`config.mk`:
```
export PLATFORM = sky130hd
export DESIGN_NAME = cone_rom_scheduler
export DESIGN_NICKNAME = d
export VERILOG_FILES = /design/src/rtl/cone_sched_pkg.sv /design/src/rtl/cone_rr_arbiter.sv /design/src/rtl/cone_rom_scheduler.sv
export SDC_FILE = /design/constraint.sdc
export NUM_CORES = 1
export LEC_CHECK = 0
export CORE_MARGIN = 5
export CORE_UTILIZATION = 37
export DETAILED_ROUTE_END_ITERATION = 10
export GPL_TIMING_DRIVEN = 0
export PLACE_DENSITY = 0.89
export SYNTH_ARGS = -nofsm -noshare
export SYNTH_HDL_FRONTEND = slang
export SYNTH_SLANG_ARGS = --single-unit
```
`constraint.sdc`:
```
create_clock -name Clk -period 5.67 [get_ports Clk]
set_input_delay 1.701 -clock Clk [delete_from_list [all_inputs] [get_ports Clk]]
set_output_delay 1.701 -clock Clk [all_outputs]
set_load 0.03 [all_outputs]
```
`src/rtl/cone_sched_pkg.sv`:
```
// ============================================================================
// Module  : cone_sched_pkg
// Brief   : Shared types, constants and the round-robin pick helper used by
//           the cone sprite ROM scheduler and its arbiter.
// Revision: 1.0 - initial release
// ============================================================================
`default_nettype none

package cone_sched_pkg;

  // Burst sequencer states
  typedef enum logic [0:0] {
    IDLE  = 1'b0,
    BURST = 1'b1
  } state_t;

  // Chroma-key green treated as transparent when keying is enabled
  localparam logic [23:0] CHROMA_KEY = 24'h00FF00;

  // Widest request vector the pick helper accepts
  localparam int MAX_REQ = 32;

  // First set bit of req scanning upward from ptr, modulo n.
  // Returns 0 when no bit is set; callers qualify with an any-request flag.
  function automatic int next_rr(input int ptr, input logic [MAX_REQ-1:0] req, input int n);
    int   idx;
    int   win;
    logic found;
    win   = 0;
    found = 1'b0;
    for (int i = 0; i < MAX_REQ; i++) begin
      if (i < n) begin
        idx = ptr + i;
        if (idx >= n) idx = idx - n;
        if (!found && req[idx]) begin
          win   = idx;
          found = 1'b1;
        end
      end
    end
    return win;
  endfunction

endpackage

`default_nettype wire

```
`src/rtl/cone_rr_arbiter.sv`:
```
// ============================================================================
// Module  : cone_rr_arbiter
// Brief   : Combinational round-robin pick. Scans req upward from rr_ptr and
//           returns a one-hot grant plus the winner's index.
// Revision: 1.0 - initial release
// ============================================================================
`default_nettype none

module cone_rr_arbiter
  import cone_sched_pkg::*;
#(
  parameter int N_REQ = 4,
  parameter int ID_W  = $clog2(N_REQ)
) (
  input  logic [N_REQ-1:0] req,
  input  logic [ID_W-1:0]  rr_ptr,
  output logic [N_REQ-1:0] grant,
  output logic [ID_W-1:0]  grant_idx,
  output logic             any_req
);

  int w_win;

  // Pick the winner and expand it to a one-hot grant
  always_comb begin
    any_req   = |req;
    w_win     = next_rr(int'(rr_ptr), MAX_REQ'(req), N_REQ);
    grant_idx = ID_W'(w_win);
    for (int i = 0; i < N_REQ; i++) begin
      grant[i] = any_req && (w_win == i);
    end
  end

endmodule

`default_nettype wire

```
`src/rtl/cone_rom_scheduler.sv`:
```
// ============================================================================
// Module  : cone_rom_scheduler
// Brief   : Shares one cone sprite ROM read port among N_REQ sprite drawers.
//           Grants row bursts round-robin, walks consecutive ROM addresses
//           (wrapping at DEPTH) and returns pixels tagged with the requester
//           id, aligned to the ROM read latency.
//           Optional macro CONE_SCHED_CHROMA_EN: pix_opaque drops for the
//           chroma-key green; otherwise pix_opaque follows pix_valid.
// Revision: 1.0 - initial release
// ============================================================================
`default_nettype none

module cone_rom_scheduler
  import cone_sched_pkg::*;
#(
  parameter int N_REQ   = 4,
  parameter int ADDR_W  = 12,
  parameter int DEPTH   = 2160,
  parameter int LEN_W   = 6,
  parameter int ROM_LAT = 1
) (
  input  logic                      Clk,
  input  logic                      Reset_n,
  input  logic [N_REQ-1:0]          req,
  input  logic [N_REQ*ADDR_W-1:0]   req_addr,
  input  logic [N_REQ*LEN_W-1:0]    req_len,
  output logic [N_REQ-1:0]          ack,
  output logic [ADDR_W-1:0]         rom_addr,
  input  logic [23:0]               rom_data,
  output logic                      pix_valid,
  output logic [23:0]               pix_data,
  output logic [$clog2(N_REQ)-1:0]  pix_id,
  output logic                      pix_last,
  output logic                      pix_opaque,
  output logic                      busy
);

  localparam int                 C_ID_W      = $clog2(N_REQ);
  localparam logic [C_ID_W-1:0]  C_ID_LAST   = C_ID_W'(N_REQ - 1);
  localparam logic [ADDR_W-1:0]  C_ADDR_LAST = ADDR_W'(DEPTH - 1);

  // Tag travelling alongside each issued address until its data returns
  typedef struct packed {
    logic              valid;
    logic              last;
    logic [C_ID_W-1:0] id;
  } pix_tag_t;

  state_t              state_q,  state_d;
  logic [C_ID_W-1:0]   rr_ptr_q, rr_ptr_d;
  logic [ADDR_W-1:0]   addr_q,   addr_d;
  logic [LEN_W-1:0]    rem_q,    rem_d;
  logic [C_ID_W-1:0]   id_q,     id_d;
  pix_tag_t            pipe_q [ROM_LAT];
  pix_tag_t            pipe_d [ROM_LAT];

  logic [N_REQ-1:0]    w_grant;
  logic [C_ID_W-1:0]   w_grant_idx;
  logic                w_any;
  logic [ADDR_W-1:0]   w_sel_addr;
  logic [LEN_W-1:0]    w_sel_len;
  logic [N_REQ-1:0]    w_ack;
  logic                w_issue;
  logic                w_issue_last;

  cone_rr_arbiter #(
    .N_REQ (N_REQ),
    .ID_W  (C_ID_W)
  ) u_arb (
    .req       (req),
    .rr_ptr    (rr_ptr_q),
    .grant     (w_grant),
    .grant_idx (w_grant_idx),
    .any_req   (w_any)
  );

  assign w_sel_addr = req_addr[int'(w_grant_idx) * ADDR_W +: ADDR_W];
  assign w_sel_len  = req_len[int'(w_grant_idx) * LEN_W +: LEN_W];

  // Next-state: grant in IDLE, then walk base..base+len-1 in BURST.
  // rem_q counts addresses still to issue after the current one, so the
  // cycle with rem_q == 0 issues the final address and returns to IDLE.
  always_comb begin
    state_d      = state_q;
    rr_ptr_d     = rr_ptr_q;
    addr_d       = addr_q;
    rem_d        = rem_q;
    id_d         = id_q;
    w_ack        = '0;
    w_issue      = 1'b0;
    w_issue_last = 1'b0;
    case (state_q)
      IDLE: begin
        if (w_any) begin
          w_ack    = w_grant;
          rr_ptr_d = (w_grant_idx == C_ID_LAST) ? '0 : w_grant_idx + C_ID_W'(1);
          // A zero-length request is acknowledged but issues nothing
          if (w_sel_len != '0) begin
            state_d = BURST;
            addr_d  = w_sel_addr;
            rem_d   = w_sel_len - LEN_W'(1);
            id_d    = w_grant_idx;
          end
        end
      end
      BURST: begin
        w_issue      = 1'b1;
        w_issue_last = (rem_q == '0);
        if (rem_q == '0) begin
          state_d = IDLE;
        end else begin
          addr_d = (addr_q == C_ADDR_LAST) ? '0 : addr_q + ADDR_W'(1);
          rem_d  = rem_q - LEN_W'(1);
        end
      end
      default: state_d = IDLE;
    endcase
  end

  // Return-tag shift register: stage 0 launched with each issued address
  always_comb begin
    pipe_d[0].valid = w_issue;
    pipe_d[0].last  = w_issue_last;
    pipe_d[0].id    = w_issue ? id_q : '0;
    for (int i = 1; i < ROM_LAT; i++) begin
      pipe_d[i] = pipe_q[i-1];
    end
  end

  // State, burst counters and return pipeline registers
  always_ff @(posedge Clk or negedge Reset_n) begin
    if (!Reset_n) begin
      state_q  <= IDLE;
      rr_ptr_q <= '0;
      addr_q   <= '0;
      rem_q    <= '0;
      id_q     <= '0;
      for (int i = 0; i < ROM_LAT; i++) begin
        pipe_q[i] <= '0;
      end
    end else begin
      state_q  <= state_d;
      rr_ptr_q <= rr_ptr_d;
      addr_q   <= addr_d;
      rem_q    <= rem_d;
      id_q     <= id_d;
      for (int i = 0; i < ROM_LAT; i++) begin
        pipe_q[i] <= pipe_d[i];
      end
    end
  end

  // ack is combinational from the arbiter; hold it low while in reset
  assign ack       = w_ack & {N_REQ{Reset_n}};
  assign rom_addr  = addr_q;
  assign busy      = (state_q == BURST);
  assign pix_valid = pipe_q[ROM_LAT-1].valid;
  assign pix_id    = pipe_q[ROM_LAT-1].id;
  assign pix_last  = pipe_q[ROM_LAT-1].last;
  assign pix_data  = pix_valid ? rom_data : '0;

`ifdef CONE_SCHED_CHROMA_EN
  assign pix_opaque = pix_valid && (rom_data != CHROMA_KEY);
`else
  assign pix_opaque = pix_valid;
`endif

endmodule

`default_nettype wire

```
### Yosys cells after proc, flatten, opt, wreduce, memory -nomap -nowiden

Index checks and enable logic that the tools add are counted.

* register bits after elaboration: 27
* bits in latches: 0
* memory bits (writable): 0
* ROM bits: 0
* input bits: 102
* output and inout bits: 46
* logic and storage cells: 101
* memories: 0

* add/sub/neg operators: 11
* multipliers: 2
* divide/modulo/power cells: 0
* order comparisons: 8
* equality and inequality tests: 8
* shifts and indexed selects: 2
* muxes and demuxes: 43
* bitwise operators: 2
* reduce and logical (&&, ||, !) cells: 17

Operator list (count)
* 32-bit 2-to-1 mux: 8
* 32-bit by 7-bit < comparator with 1-bit output, second input constant: 4
* 32-bit by 4-bit >= comparator with 1-bit output, second input constant: 3
* 32-bit by 4-bit subtractor with 32-bit output, second input constant: 3
* 32-bit by 3-bit equality test with 1-bit output, second input constant: 2
* 12-bit 2-to-1 mux: 4
* 48-bit by 7-bit variable part select with 12-bit output: 1
* 32-bit by 2-bit equality test with 1-bit output, second input constant: 1
* 32-bit logical NOT: 1
* 24-bit 2-to-1 mux: 1
* 12-bit one-hot mux with 2 select lines: 1
* 24-bit by 6-bit variable part select with 6-bit output: 1
* 1-bit binary-select mux with 5-bit select: 4
* 6-bit 2-to-1 mux: 3
* 1-bit 2-to-1 mux: 16
* 12-bit by 1-bit adder with 12-bit output, second input constant: 1
* 12-bit equality test, second input constant: 1
* 6-bit one-hot mux with 2 select lines: 1
* 6-bit by 1-bit subtractor with 6-bit output, second input constant: 2
* 2-bit by 2-bit multiplier with 4-bit output, second input constant: 2
* 4-bit 2-to-1 mux: 2
* 1-bit logical AND: 7
* 2-bit by 2-bit adder with 3-bit output, second input constant: 2
* 6-bit logical NOT: 1
* 16 further kinds: 21

### Logic depth before layout (Yosys ltp)

Gate-level depths: netlist (run 1).

* depth in word-level cells: 21
* mapped depth: 16
* gate-level depth less buffers: 14

### By module

From an unflattened synthesis (run 1), not the netlist that was laid out.

* cells, all modules: 278
* area total of the unflattened synthesis: 2648.8 µm²

Modules (own cells, without submodules)
* cone_rom_scheduler: instances 1, cells each 228, area an instance 2247.2 µm², seq. area each 675.6 µm²
* cone_rr_arbiter: instances 1, cells each 50, area an instance 401.6 µm², seq. area each 0.0 µm²

### Least setup slack after synthesis (run 1)

Ideal clock, no wire load.

* path kind: in2out
* start: input port req[2]
* end: output port ack[0]
* data arrival time: 3.829 ns
* required time: 3.969 ns
* setup slack: 0.140 ns
* stages: 9
* path buffers: 2
* path through: mux2_2 > and3_1 > a2111oi_2 > nor3_2 > inv_1 > clkbuf_1 > clkbuf_1 > ha_1 > and2_1

* cells in the longest elaborated chain, start to end: 18
* elaborated cells on any way between the ends: 31
* those cells by class: 21 x mux; 1 x bitwise; 9 x reduce/logical

RTL lines
* start: declaration: RTL line cone_rom_scheduler.sv:24 `input logic [N_REQ-1:0] req,`
* 1-bit binary-select mux with 5-bit select: RTL line cone_sched_pkg.sv:35 `if (!found && req[idx]) begin`
* 1-bit 2-to-1 mux (implied by the code) (2 in a row): RTL line cone_sched_pkg.sv:35
* 1-bit 2-to-1 mux: RTL line cone_sched_pkg.sv:35
* 1-bit logical NOT: RTL line cone_sched_pkg.sv:35
* 1-bit logical AND: RTL line cone_sched_pkg.sv:35
* 1-bit 2-to-1 mux: RTL line cone_sched_pkg.sv:35
* 1-bit logical NOT: RTL line cone_sched_pkg.sv:35
* 1-bit logical AND: RTL line cone_sched_pkg.sv:35
* 1-bit 2-to-1 mux: RTL line cone_sched_pkg.sv:35
* 1-bit logical NOT: RTL line cone_sched_pkg.sv:35
* 1-bit logical AND: RTL line cone_sched_pkg.sv:35
* 32-bit 2-to-1 mux: RTL line cone_sched_pkg.sv:35
* 32-bit logical NOT: RTL line cone_rr_arbiter.sv:30 `grant[i] = any_req && (w_win == i);`
* 1-bit logical AND: RTL line cone_rr_arbiter.sv:30
* 4-bit 2-to-1 mux *: RTL line cone_rom_scheduler.sv:94 `if (w_any) begin`
* 4-bit 2-to-1 mux *: RTL line cone_rom_scheduler.sv:92 `case (state_q)`
* 4-bit AND *: RTL line cone_rom_scheduler.sv:154 `assign ack = w_ack & {N_REQ{Reset_n}};`
* end: declaration: RTL line cone_rom_scheduler.sv:27 `output logic [N_REQ-1:0] ack,`

Every way passes the cells marked *; elsewhere a longest branch is shown, timed or not. The select of a mux whose other input is x is not followed.

### Worst setup path in the final report (run 1)

Ends and elaborated chain as after synthesis.

==> results of run 1 <==
==> how the worst max path moves through the flow <==
| stage | startpoint | endpoint |
|---|---|---|
| after floorplan | req[2] | ack[0] |
| after global placement | req[2] | ack[0] |
| after detailed placement | req[2] | ack[0] |
| after CTS | req[0] | ack[3] |
| after global routing | req[0] | ack[0] |
| final | req[2] | ack[0] |
==> Yosys cell counts, types with 2 or more instances <==
cell / count
sky130_fd_sc_hd__xnor2_1: 2
sky130_fd_sc_hd__a222oi_1: 2
sky130_fd_sc_hd__nor3_1: 8
sky130_fd_sc_hd__nand2_1: 32
sky130_fd_sc_hd__nand2b_1: 2
sky130_fd_sc_hd__o21ai_0: 28
sky130_fd_sc_hd__nor3b_1: 3
sky130_fd_sc_hd__o31ai_1: 2
sky130_fd_sc_hd__and2_1: 31
sky130_fd_sc_hd__inv_1: 11
sky130_fd_sc_hd__dfrtp_1: 27
sky130_fd_sc_hd__or4_1: 3
sky130_fd_sc_hd__ha_1: 11
sky130_fd_sc_hd__mux2_2: 15
sky130_fd_sc_hd__nand3b_1: 2
sky130_fd_sc_hd__nor4_1: 3
sky130_fd_sc_hd__inv_2: 2
sky130_fd_sc_hd__xor2_1: 2
sky130_fd_sc_hd__clkbuf_1: 10
sky130_fd_sc_hd__buf_6: 2
sky130_fd_sc_hd__buf_2: 5
sky130_fd_sc_hd__o2bb2ai_1: 2
sky130_fd_sc_hd__nor2_1: 24
sky130_fd_sc_hd__o21a_1: 2
sky130_fd_sc_hd__a31oi_1: 13
sky130_fd_sc_hd__nand3_1: 3
sky130_fd_sc_hd__mux2i_1: 26
sky130_fd_sc_hd__and3_1: 6
sky130_fd_sc_hd__a21oi_1: 16
sky130_fd_sc_hd__o22ai_1: 2
sky130_fd_sc_hd__a211oi_1: 2
==> worst max-delay path, delay by kind of cell <==
kind | cells | cell delay, ps
mux | 1 | 320
simple gates | 3 | 630
compound gates | 1 | 270
fa+ha+maj | 1 | 190
buf+inv | 4 | 750
==> routing by layer <==
layer	global-route usage (%)	up-vias	share of wire [%]
met5	0	-	0
met4	4.69	0	0.90
met3	4.78	11	10
met2	40.6	174	51
met1	23.9	1423	38
li1	-	1484	-
==> layout by cell type (no fill, tap or decap), types with 4 or more instances in the layout <==
master | netlist | layout
sky130_fd_sc_hd__a21oi_1 | 16 | 16
sky130_fd_sc_hd__a31oi_1 | 13 | 13
sky130_fd_sc_hd__and2_1 | 31 | 31
sky130_fd_sc_hd__and3_1 | 6 | 5
sky130_fd_sc_hd__buf_2 | 5 | 6
sky130_fd_sc_hd__buf_4 | 1 | 9
sky130_fd_sc_hd__clkbuf_1 | 10 | 7
sky130_fd_sc_hd__clkbuf_8 | 0 | 5
sky130_fd_sc_hd__clkdlybuf4s50_1 | 0 | 138
sky130_fd_sc_hd__dfrtp_1 | 27 | 27
sky130_fd_sc_hd__dlygate4sd2_1 | 0 | 4
sky130_fd_sc_hd__ha_1 | 11 | 11
sky130_fd_sc_hd__inv_1 | 11 | 10
sky130_fd_sc_hd__mux2_2 | 15 | 15
sky130_fd_sc_hd__mux2i_1 | 26 | 25
sky130_fd_sc_hd__nand2_1 | 32 | 32
sky130_fd_sc_hd__nor2_1 | 24 | 24
sky130_fd_sc_hd__nor3_1 | 8 | 8
sky130_fd_sc_hd__o21ai_0 | 28 | 28
==> final cells by class <==
cell class	instances	area, um2
clock inverter	1	5.00
sequential	27	676
fill	629	2730
inverter	13	51.3
multi-input combinational	265	1890
timing repair buffer	154	1500
clock buffer	3	41.3
buffer	16	119
tap	99	124
==> registers in the layout (all words and copies together) (netlist names) <==
signal,flops
rom_addr,12
rem_q,6
id_q,2
pix_id,2
rr_ptr_q,2
busy,1
pix_last,1
pix_opaque,1
==> stage by stage <==
stage                     total power, uW  std cells  cell area, um2  worst slack [ps]  util (%)
final                                2330        578            4410              89.8      61.8
after CTS                            2350        578            4430              8.58      62.1
after global placement               2020        569            4270             -1290      59.8
after global routing                 2510        578            4410              11.3      61.8
after detailed placement             2080        569            4270             -1370      59.8
after floorplan                      1530        323            2670               140         -
==> report_power, final <==
group          internal, uW  switching (uW)
Sequential              289             104
Combinational           821            1000
Clock                  49.4            63.5
==> cells by family after synthesis <==
logic type                 synth area share, %
AOI/OAI and AO/OA                         19.9
muxes                                     17.9
and+or+nand+nor                           25.2
adders and majority gates                 5.15
xor gates and xnor gates                  1.31
DFF                                       25.3
buffers and inverters                     5.29
==> timing repair <==
| item | CTS | global route |
|---|---|---|
| endpoints found under the hold margin | 0 | 0 |
| pin swaps | 4 | 2 |
| setup buffers | 6 | 1 |
| gates resized for setup | 48 | 2 |
| endpoints found under the setup margin | 4 | 4 |
| gates cloned | 0 | 0 |
==> results.md, run 1 <==
- The number of enable flip-flop cells after synthesis is 0.
- The final layout contains routed wiring with a total length of 9.83 mm.
- The slowest stage cell on the critical path is sky130_fd_sc_hd__mux2_2.
- For this design the static power due to leakage is ~0.0018 uW.
- Max-cap violations in this run came to 0.
- The synthesized netlist contains 55 unique library cells.
- The setup check on the worst reg-to-reg path leaves a slack of around 1900 ps.
- The first global-routing pass estimated roughly 15 mm of wire.
- Counting flops with an async set or reset pin after synthesis yields a share of 100%.
- The worst hold path was traced through 0 stages.
- Cells with a size suffix above 1 make up 12.3% of the layout.
- Walking the worst path, the cells encountered are dlygate4sd2_1, mux2_2, and3_4, o211a_1, nor3_4, inv_4, clkbuf_8, ha_1, and2_1, buf_2.
- After detailed routing, the average wire length per cell comes to around 17 um.
- By area the synthesized netlist is led by sky130_fd_sc_hd__dfrtp_1 (25%), sky130_fd_sc_hd__mux2i_1 (9.7%), sky130_fd_sc_hd__and2_1 (7.3%), sky130_fd_sc_hd__mux2_2 (6.3%), sky130_fd_sc_hd__o21ai_0 (5.2%).
- The number of DRC markers in iteration 0 is between 100 and 150.
- The total congestion overflow after global routing is 0.
- The maximum fanout encountered on the critical timing path is 11.
- The clock drives 27 sinks.
- The starting density of the core is between 30% and 40%.
- The end of the worst register-to-register path is rem_q[4].
- The number of register bits inferred by synthesis is 27.
- Port buffering added 147 buffers.
- The number of buffers inserted by hold repair at cts is 0.
- The power per unit of standard cell area is 529 mW/mm2.
- The sequential cell area fraction in the yosys report is between 20% and 30%.
- The final critical delay including setup and external delays is roughly 5600 ps.
- Synthesis handed over a netlist of approximately 320 instances.
- The path with the worst hold slack has its endpoint at pix_opaque.
- After detailed routing, the number of vias per cell comes to 5.35.
- The number of optimization iterations in the first detailed-route pass is 4.
- The worst hold margin is between 400 and 500 ps.
- For the worst-skew pair, the clock arrives at the later sink with an insertion delay of around 280 ps.
- The ratio of final minimum period to clock period is between 90% and 100%.
- The I/O pin total is about 150.
- Across the VDD grid, the largest voltage drop is 0.000259 V.
- Setup repair after global routing left no endpoint under its margin.
- The total negative slack is 0 ps.
- The width of the die is 95.0 um.
- The number of remaining DRC errors is 0.
- The number of global-route vias before repair came to 3127.
- In this run the number of H-tree levels came out at 1.
- The area of the placeable core is 0.00714 mm2.
- The sum of net half-perimeters after detailed placement is a little over 8 mm.
- The final number of max-transition violations is 0.
- Measured in cells, the most critical reg-to-reg path has a length of 14.
- The overall die area is ~0.009 mm2.
- The share of Yosys cell area claimed by the top area cell type is 25.3%.
- The critical path arrival is just under 4000 ps.
- The number of buffers created by CTS is 3.
- The largest net degree at the start of global routing is 29.
- Across the routed clock network, the largest skew measured is roughly 4.4 ps.
- The slew of the pin with the lowest slew margin is 695 ps.
- The hold violation total from the final report came to 0.
- The critical path is of the in -> out type.
- The TritonCTS clock tree is built.
- The worst register-to-register path begins at rr_ptr_q[0].
- The worst hold path begins at busy.
- The number of failing setup endpoints in the final timing report is 0.
- The longest clock path from root to sink contains 2 buffers.
- The critical path startpoint category is an input port.
- The net count of the finished layout is approximately 590.
- A synthesized cell averages about 8.3 um2.
- The area of the mapped netlist is about 0.0027 mm2.
- sky130_fd_sc_hd__dfrtp_1 takes more of the synthesized area than any other cell.
- The number of antenna violations at the first check in global routing is 0.
- 0 antenna diodes ended up in the layout.
- The floorplan has 31 rows.
- The largest stage delay on the critical path is around 320 ps.
- The path class of the tightest hold or removal check is reg -> reg.
- The congestion estimate from routability-driven global placement came to roughly 0.93.
- The worst endpoint required time is 3970 ps.
- The worst setup path is captured at an output port.
- The routed layout has a little over 3000 vias.
- The total nets after synthesis is 436.
- In the global route stage, overall resource usage came out at a little over a fifth.
- In this run the remaining antenna-violating nets after routing total 0.
- The relative slew slack is between 50% and 60%.
- Static timing analysis puts the maximum clock frequency at approximately 0.18 GHz.
- The buffer cell driving the clock tree root is sky130_fd_sc_hd__clkbuf_8.
- The y dimension of the die is 95.0 um.
- From synthesis to final layout, the design area changed by 65.1%.
- The clock transition at the register clock pins on the worst setup and hold paths after CTS is roughly 90 ps.
- The count of synthesis-stage warnings from yosys is 0.
- For this run, the leading register cell type out of synthesis is sky130_fd_sc_hd__dfrtp_1.
- The flow ran to the end, and the final reports show no timing, DRC or antenna violations.
No activity file was read; power rests on OpenSTA's default activity.
==> run 2: changes to the inputs <==
==> constraint.sdc (replaced) <==
create_clock -name Clk -period 5.67 [get_ports Clk]
set_input_delay 1.4175 -clock Clk [delete_from_list [all_inputs] [get_ports Clk]]
set_output_delay 1.4175 -clock Clk [all_outputs]
set_load 0.03 [all_outputs]
==> results.md, run 2 (synthesized netlist as in run 1, its figures left out) <==
- The global-route wire length before repair is 14.8 mm.
- The end of the worst register-to-register path is rem_q[4].
- The count of placed standard cells including taps is about 570.
- The worst clock skew is 4.88 ps.
- The floorplan step set the die height to roughly 95 um.
- The width of the die is 95.0 um.
- Static timing analysis puts the maximum clock frequency at 0.182 GHz.
- IR analysis of the VDD net gives a maximum drop of between 0.00015 and 0.0002 V.
- The global routing usage summed across all routing layers is a little over a fifth.
- The buffer cell driving the clock tree root is sky130_fd_sc_hd__clkbuf_8.
- The synthesis-to-layout area growth is 62.2%.
- The critical path startpoint category is an input port.
- At the pin with the least slew margin, the transition time is 694 ps.
- Power spread over the standard cell area amounts to between 500 and 600 mW/mm2.
- For this block, the initial DRC count from the detailed router was roughly 150.
- For this design, the sink count on the clock tree is 27.
- The startpoint identified for the worst hold timing path is busy.
- Dividing the detail-routed wire length by the instance count gives between 15 and 20 um.
- The I/O pin total is between 100 and 150.
- The total overflow left after global routing is 0.
- The share of post-route cells with drive strength above 1 is under 10%.
- The routed via count is a little over 3000.
- The top cell types in the final layout, fill and taps aside, are sky130_fd_sc_hd__clkdlybuf4s50_1 (142), sky130_fd_sc_hd__nand2_1 (32), sky130_fd_sc_hd__and2_1 (31).
- The flow ran to the end, and the final reports show no timing, DRC or antenna violations.
- The final layout contains a little under 600 nets.
- The setup path with the least slack is of type in -> out.
- The worst hold path belongs to the class reg -> reg.
- The congestion estimate from routability-driven global placement came to slightly above 0.9.
- The startpoint of the most critical register-to-register path is rr_ptr_q[0].
- The worst hold path was traced through 0 stages.
- The hold violation total from the final report was 0.
- The endpoint type of the worst setup path is an output port.
- Summing internal, switching and leakage power gives 2220 uW.
- The TritonCTS clock tree is built.
- The number of antenna violations at the first check in global routing is 0.
- The clock transition at the register clock pins on the worst setup and hold paths after CTS is 90 ps.
- The number of flip-flops under the largest register name is 12.
- Summed over all nets, the half-perimeter wirelength after detailed placement is 8.09 mm.
- The count of inserted antenna diode cells is 0.
- For this run, the slowest stage of the critical path takes between 400 and 500 ps.
- For this block, the routed nets add up to ~9.6 mm of wire.
- The worst path meets setup with between 150 and 200 ps of slack.
- The starting density of the core is between 30% and 40%.
- The number of optimization iterations in the first detailed-route pass is 5.
- The number of clock buffers added by TritonCTS is 3.
- The maximum number of buffers from clock root to sink is 2.
- The worst reg-to-reg path cell count is 14.
- Entering global routing, the biggest net connects 29 pins.
- The number of global-route vias before repair was between 3000 and 4000.
- The most frequent standard cell in the layout excluding fill and tap cells is sky130_fd_sc_hd__clkdlybuf4s50_1.
- The worst pin sits at a relative slew slack of 53.1%.
- The final number of max-transition violations is 0.
- The number of setup buffers added after CTS is 0.
- In this design, the largest share of critical-path delay is due to buffers and inverters.
- Prior to clock tree synthesis, the placed netlist has a worst setup slack of -806 ps.
- The routed via count divided by cell count is around 5.3.
- The number of failing setup endpoints in the final timing report is 0.
- Along the worst path, the maximum fanout reaches 11.
- For the worst-skew pair, the clock arrives at the later sink with an insertion delay of approximately 280 ps.
- The critical path arrival is 4060 ps.
- The critical path goes through clkdlybuf4s50_1, mux2_2, and3_1, o211a_1, nor3_4, clkbuf_4, ha_1, and2_1, dlygate4sd2_1.
- The overall die area is between 0.009 and 0.01 mm2.
- After layout, the minimum clock period comes to about 5500 ps.
- The count of placed standard cells in the final layout, fillers left out is 570.
- The critical path contains buffers and inverters numbering 3 combined.
- The initialized floorplan defines 31 standard-cell rows.
- In this run the static leakage power is between 0.0015 and 0.002 uW.
- CTS built an H-tree with a depth of 1.
- The reported max-cap violation count is 0.
- The total area inside the core boundary comes to between 0.007 and 0.008 mm2.
- The count of port buffers added during placement is between 100 and 150.
- The detail route stage leaves a number of antenna-violating nets equal to 0.
- Data on the critical path is required at its endpoint by 4250 ps.
- The worst hold path endpoint is pix_opaque.
- The ratio of final minimum period to clock period is just under 100%.
- The final core utilization is between 60% and 70%.
- On the critical path, the stage with the largest delay is an instance of sky130_fd_sc_hd__clkdlybuf4s50_1.
- For flop-to-flop paths, the worst setup slack is roughly 1800 ps.
- Setup repair after global routing left no endpoint under its margin.
- After detailed routing, the number of remaining DRC violations is 0.
-- run 2: cell count changes in the layout (fill, tap and decap cells not counted), sizes merged --
cell | before | now
buf | 19 | 8
clkdlybuf4s15 | 0 | 3
clkbuf | 12 | 11
dlygate4sd2 | 4 | 1
clkdlybuf4s50 | 138 | 142
-- run 2: worst register-to-register path, stage by stage (launching register included) --
cell	delay (ps)
sky130_fd_sc_hd__dfrtp_1	450
sky130_fd_sc_hd__buf_6	180
sky130_fd_sc_hd__inv_1	90
sky130_fd_sc_hd__ha_1	380
sky130_fd_sc_hd__a21bo_2	220
sky130_fd_sc_hd__o2bb2ai_1	90
sky130_fd_sc_hd__a2111oi_4	460
sky130_fd_sc_hd__nor3_4	130
sky130_fd_sc_hd__inv_2	310
sky130_fd_sc_hd__nor2_1	180
sky130_fd_sc_hd__a222oi_1	440
sky130_fd_sc_hd__ha_1	290
sky130_fd_sc_hd__nand2_1	110
sky130_fd_sc_hd__xor2_1	170
sky130_fd_sc_hd__a221oi_1	300
-- run 2: area by class of cell --
class | instances | area [um2]
clock inverters | 1 | 5.00
clock buffers | 3 | 41.3
inverters | 13 | 48.8
multi-input cells | 265 | 1880
well taps | 99 | 124
repair buffers | 147 | 1470
fillers | 640 | 2800
flip-flops and latches | 27 | 676
plain buffers | 15 | 90.1
-- run 2: stage by stage --
| stage | cell area (um2) | hold WS, ps | setup TNS [ps] |
|---|---|---|---|
| after floorplan | 2670 | 455 | 0 |
| after global placement | 4270 | 400 | -2250 |
| after detailed placement | 4270 | 406 | -2580 |
| after CTS | 4350 | 427 | 0 |
| after global routing | 4330 | 435 | 0 |
| final | 4330 | 420 | 0 |
-- run 2: worst max-delay path by stage --
stage,slack (ps),startpoint,depth (start not counted),to
after global placement,-730,req[2],11,ack[0]
after CTS,20,req[2],11,ack[3]
after floorplan,710,req[2],9,ack[0]
after detailed placement,-810,req[2],11,ack[0]
after global routing,20,req[1],10,ack[3]
final,190,req[2],9,ack[1]
-- run 2: layer usage --
layer | part of all wire (%) | global-route usage, % | vias up
li1 | - | - | 1462
met1 | 38 | 23.3 | 1395
met2 | 50 | 39.8 | 158
met3 | 10 | 5.18 | 11
met4 | 1.1 | 4.57 | 0
met5 | 0 | 0 | -
-- run 2: what timing repair did --
item,CTS,global route
setup endpoints to repair,4,3
resized for setup,18,1
hold buffers,0,0
endpoints found under the hold margin,0,0
-- run 2: power by group --
| part | total, uW | switching, uW | leakage, uW | internal, uW |
|---|---|---|---|---|
| Clock | 114 | 64.4 | 0.0000255 | 49.5 |
| Sequential | 393 | 104 | 0.000321 | 289 |
| Combinational | 1710 | 971 | 0.00140 | 739 |
| Total | 2220 | 1140 | 0.00175 | 1080 |
